<file path="src/rtl/bus_arb_pkg.sv">
// Shared definitions for the round-robin bus arbiter: state encoding,
// default core count and a small modulo helper used by the winner search.
package bus_arb_pkg;

  // Number of requesting cores when the instantiating level does not override it.
  localparam int N_MASTERS_DEFAULT = 4;

  // Raw state encodings. Software-visible through the debug state port.
  localparam logic [1:0] ST_IDLE    = 2'b00;
  localparam logic [1:0] ST_GRANTED = 2'b01;
  localparam logic [1:0] ST_RELEASE = 2'b10;

  typedef enum logic [1:0] {
    IDLE    = ST_IDLE,
    GRANTED = ST_GRANTED,
    RELEASE = ST_RELEASE
  } arb_state_e;

  // (base + off) wrapped into 0..n-1; base is always a legal index.
  function automatic int wrap_add(input int base, input int off, input int n);
    return (base + off) % n;
  endfunction

endpackage

</file>
<file path="src/rtl/bus_arbiter_rr_pick.sv">
// Combinational round-robin winner search: rotate the request vector so the
// core after `last` sits at bit 0, take the lowest set bit, rotate back.
module rr_pick
  import bus_arb_pkg::*;
#(
  parameter int N = 4,
  parameter int W = $clog2(N)
) (
  input  logic [N-1:0] req_i,
  input  logic [W-1:0] last_i,
  output logic         valid_o,
  output logic [W-1:0] winner_o
);

  logic [N-1:0] rot;
  logic [W-1:0] src_idx;
  int           off;

  // Rotate: rot[i] is the request of core (last+1+i) mod N.
  always_comb begin
    rot     = '0;
    src_idx = '0;
    for (int i = 0; i < N; i++) begin
      src_idx = W'(wrap_add(int'(last_i), i + 1, N));
      rot[i]  = req_i[src_idx];
    end
  end

  // Priority-encode the rotated vector (lowest offset wins) and unrotate.
  always_comb begin
    off = 0;
    for (int i = N - 1; i >= 0; i--) begin
      if (rot[i]) begin
        off = i;
      end
    end
    valid_o  = |rot;
    winner_o = W'(wrap_add(int'(last_i), off + 1, N));
  end

endmodule

</file>
<file path="src/rtl/bus_arbiter_rr.sv">
// Round-robin owner of one shared bus. Grants one core at a time, holds the
// grant for the whole transaction and then sits in a release phase until
// memory has dropped Ready before the bus may be handed out again.
//
// Request/grant protocol: a core raises Bus_RQ[i] and keeps it high for as
// long as it wants the bus. Bus_GRANT[i] rises one edge after the request is
// sampled at a decision point (IDLE, or RELEASE with Ready low) and stays high
// until the edge that samples Bus_RQ[i] low. There is no preemption; dropping
// RQ is the only way to give the bus back, and requests are only looked at
// when the arbiter is deciding, so a short request while another core owns
// the bus is simply never seen.
module bus_arbiter_rr
  import bus_arb_pkg::*;
#(
  parameter int N_MASTERS = N_MASTERS_DEFAULT,
  parameter int OWNER_W   = $clog2(N_MASTERS)
) (
  input  logic                 clk,
  input  logic                 reset,
  input  logic [N_MASTERS-1:0] Bus_RQ,
  input  logic                 Bus_Mem_Ready,
  output logic [N_MASTERS-1:0] Bus_GRANT,
  output logic [OWNER_W-1:0]   Bus_Owner,
  output logic                 Bus_Busy,
  output logic [1:0]           dbg_state_o
);

  localparam logic [N_MASTERS-1:0] GRANT_ONE  = N_MASTERS'(1);
  localparam logic [OWNER_W-1:0]   LAST_RESET = OWNER_W'(N_MASTERS - 1);

  arb_state_e             state_q, state_d;
  logic [OWNER_W-1:0]     last_q,  last_d;
  logic [N_MASTERS-1:0]   grant_q, grant_d;
  logic [OWNER_W-1:0]     owner_q, owner_d;
  logic                   busy_q,  busy_d;

  logic                   pick_valid;
  logic [OWNER_W-1:0]     pick_idx;
  logic                   owner_rq;

  rr_pick #(
    .N (N_MASTERS),
    .W (OWNER_W)
  ) u_pick (
    .req_i    (Bus_RQ),
    .last_i   (last_q),
    .valid_o  (pick_valid),
    .winner_o (pick_idx)
  );

  assign owner_rq = Bus_RQ[owner_q];

  // Next-state and next-output decision for the IDLE/GRANTED/RELEASE cycle.
  always_comb begin
    state_d = state_q;
    last_d  = last_q;
    grant_d = grant_q;
    owner_d = owner_q;
    busy_d  = busy_q;
    unique case (state_q)
      IDLE: begin
        grant_d = '0;
        busy_d  = 1'b0;
        if (pick_valid) begin
          grant_d = GRANT_ONE << pick_idx;
          owner_d = pick_idx;
          last_d  = pick_idx;
          busy_d  = 1'b1;
          state_d = GRANTED;
        end
      end
      GRANTED: begin
        busy_d = 1'b1;
        if (!owner_rq) begin
          grant_d = '0;
          state_d = RELEASE;
        end
      end
      RELEASE: begin
        // Grant stays off for at least this cycle so the outgoing core's
        // drivers can reach high-Z; Ready high keeps us here.
        grant_d = '0;
        busy_d  = 1'b1;
        if (!Bus_Mem_Ready) begin
          if (pick_valid) begin
            grant_d = GRANT_ONE << pick_idx;
            owner_d = pick_idx;
            last_d  = pick_idx;
            state_d = GRANTED;
          end else begin
            busy_d  = 1'b0;
            state_d = IDLE;
          end
        end
      end
      default: begin
        grant_d = '0;
        busy_d  = 1'b0;
        state_d = IDLE;
      end
    endcase
  end

  // State, round-robin pointer and registered outputs.
  always_ff @(posedge clk) begin
    if (reset) begin
      state_q <= IDLE;
      last_q  <= LAST_RESET;
      grant_q <= '0;
      owner_q <= '0;
      busy_q  <= 1'b0;
    end else begin
      state_q <= state_d;
      last_q  <= last_d;
      grant_q <= grant_d;
      owner_q <= owner_d;
      busy_q  <= busy_d;
    end
  end

  assign Bus_GRANT   = grant_q;
  assign Bus_Owner   = owner_q;
  assign Bus_Busy    = busy_q;
  assign dbg_state_o = state_q;

endmodule

</file>
<file path="config.mk">
export PLATFORM = sky130hd
export DESIGN_NAME = bus_arbiter_rr
export DESIGN_NICKNAME = d
export VERILOG_FILES = /design/src/rtl/bus_arb_pkg.sv /design/src/rtl/bus_arbiter_rr_pick.sv /design/src/rtl/bus_arbiter_rr.sv
export SDC_FILE = /design/constraint.sdc
export NUM_CORES = 1
export LEC_CHECK = 0
export ABC_AREA = 1
export ABC_CLOCK_PERIOD_IN_PS = 2100
export CORE_MARGIN = 8
export CORE_UTILIZATION = 35
export CTS_CLUSTER_SIZE = 16
export DETAILED_ROUTE_END_ITERATION = 10
export PLACE_DENSITY = 0.64
export SYNTH_ARGS = -nofsm -noshare
export SYNTH_HDL_FRONTEND = slang
export SYNTH_SLANG_ARGS = --single-unit
</file>
<file path="constraint.sdc">
create_clock -name clk -period 2.1 [get_ports clk]
set_input_delay 0.21 -clock clk [delete_from_list [all_inputs] [get_ports clk]]
set_output_delay 0.21 -clock clk [all_outputs]
set_load 0.02 [all_outputs]
</file>
; Yosys cells after proc, flatten, opt, wreduce, memory -nomap -nowiden
; Index checks and enable logic that the tools add are counted.
; W data, S select, Z words.
[totals]
word_cells = 59
regBits = 11
rom_bits = 0
latch_bits = 0
ramBits = 0
mem_count = 0
in_bits = 7
[classes]
n_addsub = 6
n_mul = 0
eq_ne = 5
bitwise_logic = 0
mux = 32
n_div = 0
n_shift = 1
n_reduce_logical = 5
order_cmp = 5
[op_table]
columns = cell, count
row1 = $mux W2, 11
row2 = $lt A2 B3 Y1 const B, 5
row3 = $mux W4, 3
row4 = $pmux W4 S3, 1
row5 = $bmux W1 S2, 5
row6 = $mux W1, 8
row7 = $pmux W2 S2, 2
row8 = $add A2 B1 Y2 const B, 3
row9 = $ne A2 B2 Y1 const B, 3
row10 = $pmux W2 S3, 1
row11 = $add A2 B2 Y2 const B, 2
row12 = $reduce_or A4 Y1, 1
row13 = $shl A1 B2 Y4 const A, 1
row14 = $pmux W1 S3, 1
row15 = $reduce_and A3 Y1, 1
row16 = $add A2 B2 Y2, 1
row17 = $eq A2 B1 Y1 const B, 1
row18 = $eq A2 B2 Y1 const B, 1
row19 = $logic_not A2 Y1, 1
row20 = $reduce_and A2 Y1, 1
row21 = $reduce_bool A2 Y1, 1

; Longest topological paths before layout
[logic_depth]
ltp_word = 13
depth_mapped = 16

; Modules after synthesis
; From an unflattened synthesis, not the netlist that was laid out.
[unflattened]
cells_unflattened = 123
hier_area_um2 = 784.5
[modules_own_cells]
columns = module, cells_each, seq_area_each_um2, area_each_um2, instances
row1 = bus_arbiter_rr, 66, 220.2, 496.7, 1
row2 = rr_pick, 57, 0.0, 287.8, 1

; Least setup slack after synthesis
; No wires, ideal clock.
[synth_timing]
path_kind = register -> register
startpoint = reg last_q[0]
endpoint = reg grant_q[0] (netlist: Bus_GRANT[0])
synth_period_minus_slack_ps = 1708
required_ps = 2029
setup_time_ps = 71
arrival_ps = 1638
stages_incl_launch_ff = 17
path_slack_ps = 392
cell_sequence = dfxtp_1 buf_6 inv_12 nand2_1 nand2_2 nand2_2 nand2_4 nand3_1 nand2_1 nand2_1 ha_1 xor2_1 inv_1 nand3_2 nand2_1 nand3_1 a21oi_1
[synth_via]
elab_chain_cells = 13
word_cells_on_any_way = 23
classes_between = add/sub: 6 / shift: 1 / mux: 15 / reduce/logical: 1
[synth_rtl]
columns = item, line
row1 = "start, declared", bus_arbiter_rr.sv:32  ; logic [OWNER_W-1:0] last_q, last_d;
row2 = "start signal, assigned", bus_arbiter_rr.sv:114  ; last_q <= last_d;
row3 = $add A2 B1 Y2, bus_arb_pkg.sv:21  ; return (base + off) % n;
row4 = $bmux W1 S2, bus_arbiter_rr_pick.sv:25  ; rot[i] = req_i[src_idx];
row5 = $mux W1 (not written as such), bus_arbiter_rr_pick.sv:25
row6 = $mux W2 (4 in series), bus_arbiter_rr_pick.sv:33  ; if (rot[i]) begin
row7 = $add A2 B1 Y2, bus_arbiter_rr_pick.sv:38  ; winner_o = W'(wrap_add(int'(last_i), off + 1, N));
row8 = $add A2 B2 Y2, bus_arb_pkg.sv:21
row9 = $shl A1 B2 Y4, "bus_arbiter_rr.sv:65, bus_arbiter_rr.sv:86"
row10 = $mux W4 *, "bus_arbiter_rr.sv:64, bus_arbiter_rr.sv:85"
row11 = $mux W4, bus_arbiter_rr.sv:84  ; if (!Bus_Mem_Ready) begin
row12 = $pmux W4 S3 *, bus_arbiter_rr.sv:60  ; unique case (state_q)
row13 = "end signal, assigned", bus_arbiter_rr.sv:115  ; grant_q <= grant_d;
row14 = "end, declared", bus_arbiter_rr.sv:33  ; logic [N_MASTERS-1:0] grant_q, grant_d;
; Every way passes the cells marked *; elsewhere a longest branch is shown, timed or not. The select of a mux whose other input is x is not followed.
; A chain may end at the register's enable or synchronous reset.

; Final worst setup path
; Ends and elaborated chain as after synthesis.

==> results.md <==
* Status: complete, no violations
* Routed len/inst at 10.3 um
* Pwr/cell area at 1590 nW/um^2
* Hold WS at 0.472 ns
* Warnings, synthesis at 0
* N_diodes at 0
* Clock Tree Buf Depth at 2
* Tmin final at 1.88 ns
* Most frequent cells in the layout: nand2_1 (45), clkdlybuf4s50_1 (15), dfxtp_1 (11), inv_1 (11)
* Clock transition at path regs at 0.07 ns
* Cells on worst reg2reg path at 16
* Hold worst-path end: Bus_GRANT[0]$_SDFFE_PP0P_
* Worst-margin pin slew at 0.358 ns
* Filler cells at 232
* Area delta synth->final at 30.0%
* PortBufs at 15
* Starting Density at 36.0%
* Critical path cell sequence: buf_4 > inv_12 > nand2_1 > nand2_1 > nand2_2 > nand2_4 > nand3_1 > nand2_1 > nand2_1 > ha_1 > xor2_1 > inv_1 > nand3_2 > nand2_1 > nand3_1 > a21oi_1
* # IOs at 16
* GRT overflow at 0
* First-pass GRT wire length at 2.88 mm
* Initial antenna violation count at 0
* Max IR drop VDD at 0.741 mV
* Area of the multi-input gates at 480 um^2
* Finished Layout Cells at 169
* Critical path class: flip-flop to flip-flop
* Die X at 63.2 um
* Post-Syn Nets at 127
* H-tree depth at 1
* Max Cap Viol at 0
* Worst reg2reg path startpoint: last_q[0]$_SDFFE_PP1P_
* Nets at 150
* Crit path capture type: flip-flop
* Leak pwr at 0.500 nW
* Rel. slew slack at 76.0%
* Vias in the first global route at 708
* Drt total wl at 1.74 mm
* Drt first pass iters at 6
* Total power draw at 0.00161 W
* Worst-Skew Late Latency at 0.26 ns
* Hold crit path type: flip-flop to flip-flop
* RSZ-0062 raised after global routing: false
* Largest net degree at the start of global routing at 11
* Drt drc at 0
* Routability congestion estimate from global placement at 0.821
* CTS Sinks at 11
* Dpl hpwl at 1.46 mm
* Root buffer cell: clkbuf_4
* Top achievable clock speed at 532 MHz
* R2R Setup Slk at 0.22 ns
* Skew final at 0.00228 ns
* Most common cell after layout, fill and taps aside: nand2_1
* Hold depth at 2
* Post-Syn Area at 781 um^2
* Die height at 63.2 um
* Utilization after layout at 46.8%
* Max Slew Vio Count at 0
* Final setup vio count at 0
* Layout cells sized above 1 at 19.1%
* Die footprint at 4000 um^2
* Max incr delay on CP at 0.30 ns
* Worst path most repeated cell: nand2_1
* CTS hold repair buffers at 0
* Fin crit share at 89.6%
* Min-delay src: Bus_GRANT[0]$_SDFFE_PP0P_
* Post-synthesis sequential area ratio at 28.2%
* Slowest-stage cell, CP: dfxtp_1
* Cell count after synthesis at 119
* DR vias at 792
* Gr usage total at 8.38%
* Inst Count DP at 165
* CTS tree: yes
* Initial drt markers at 30
* Crit Reg-Reg Endpoint: Bus_GRANT[0]$_SDFFE_PP0P_
* Crit path max fanout at 10
* DRT antenna net count at 0
* TritonCTS Buffers at 3
* Placement Rows at 17
* Endpoints failing hold at 0
* Sequential cell area at 220 um^2
* Required time of the worst setup path at 2.29 ns
* Syn Area/Cell at 6.56 um^2
* Number of synthesized register bits at 11
* Worst Setup Start Kind: flip-flop
* Synth unique cells at 23
* Via density at 4.69
* Crit path DAT at 2.08 ns
* Setup bufs post-CTS at 0
* Cts repair resizes at 0
* Core box area at 2170 um^2
## routing by layer
layer | vias up | share of wire, % | GRT usage [%]
met5 | - | 0 | 0
met4 | 0 | 0 | 3.34
met3 | 0 | 2.7 | 1.41
met2 | 14 | 52 | 15.1
met1 | 360 | 45 | 9.49
li1 | 418 | - | -
## worst max path at each step
stage                           start                        end  slack (ns)
2_1_floorplan  last_q[0]$_SDFFE_PP1P_  Bus_GRANT[0]$_SDFFE_PP0P_        0.39
3_3_place_gp                Bus_RQ[0]  Bus_GRANT[0]$_SDFFE_PP0P_       0.001
3_5_place_dp                Bus_RQ[0]  Bus_GRANT[0]$_SDFFE_PP0P_       -0.03
4_1_cts        last_q[0]$_SDFFE_PP1P_  Bus_GRANT[0]$_SDFFE_PP0P_        0.21
5_1_grt        last_q[0]$_SDFFE_PP1P_  Bus_GRANT[1]$_SDFFE_PP0P_        0.03
6_report       last_q[0]$_SDFFE_PP1P_  Bus_GRANT[0]$_SDFFE_PP0P_        0.22
## area by class of cell
class                           count  share of cell area [%]
Timing Repair Buffer               20                    18.5
Clock buffer                        4                    2.59
Tap cell                           28                    3.45
Sequential cell                    11                    21.7
Inverter                           14                    6.41
Multi-Input combinational cell     92                    47.3
## critical path: cells and delay by family, from the launching register on
kind,cells,cell delay [ns]
buffers and inverters,3,0.34
adder cells (fa/ha/maj),1,0.18
XOR/XNOR,1,0.15
AND/OR/NAND/NOR,10,0.73
flip-flops,1,0.30
AO/OA/AOI/OAI,1,0.12
## kinds of logic (layout without fill, tap and decap cells)
kind of cell	after synthesis	in the layout	share of synthesized area [%]
simple gates	77	77	48.7
buf+inv	16	38	10.3
compound gates	13	13	10.1
flops	11	11	28.2
fa+ha+maj	1	1	1.60
xor+xnor	1	1	1.12
## synth_stat cells
cell type | count | share of area, %
o211ai_1 | 3 | 2.9
ha_1 | 1 | 1.6
nor2_2 | 1 | 0.80
o21ai_2 | 1 | 1.1
inv_12 | 1 | 2.1
nand4_1 | 2 | 1.6
buf_6 | 1 | 1.4
nand2_4 | 3 | 4.3
inv_1 | 11 | 5.3
buf_1 | 1 | 0.48
nor2_4 | 1 | 1.4
nor3_1 | 1 | 0.64
a21oi_1 | 8 | 5.1
inv_2 | 2 | 0.96
o21a_1 | 1 | 0.96
dfxtp_1 | 11 | 28
nand3_1 | 8 | 5.1
nand2_1 | 45 | 22
nor2_8 | 1 | 2.6
nor2_1 | 6 | 2.9
xor2_1 | 1 | 1.1
nand3_2 | 1 | 1.3
nand2_2 | 8 | 6.4
## power by group
part           switching [W]  total, W  internal (W)  leakage [nW]
Sequential         0.0000551  0.000346      0.000290        0.0909
Combinational       0.000673   0.00113      0.000454         0.395
Clock              0.0000679  0.000141     0.0000734        0.0150
Total               0.000796   0.00161      0.000818         0.500
## stage by stage
step | cell area, um^2 | TNS, ns | worst slack [ns]
finish | 1010 | 0 | 0.219
global route | 1010 | 0 | 0.0331
CTS | 1010 | 0 | 0.208
detailed placement | 988 | -0.0363 | -0.0263
global placement | 988 | 0 | 0.00148
floorplan | 781 | 0 | 0.392
## state kept, by name, summed over array words and instances (netlist names)
register     cells
Bus_GRANT        4
Bus_Busy         1
last_q           2
Bus_Owner        2
dbg_state_o      2
No activity file was read; power rests on OpenSTA's default activity.
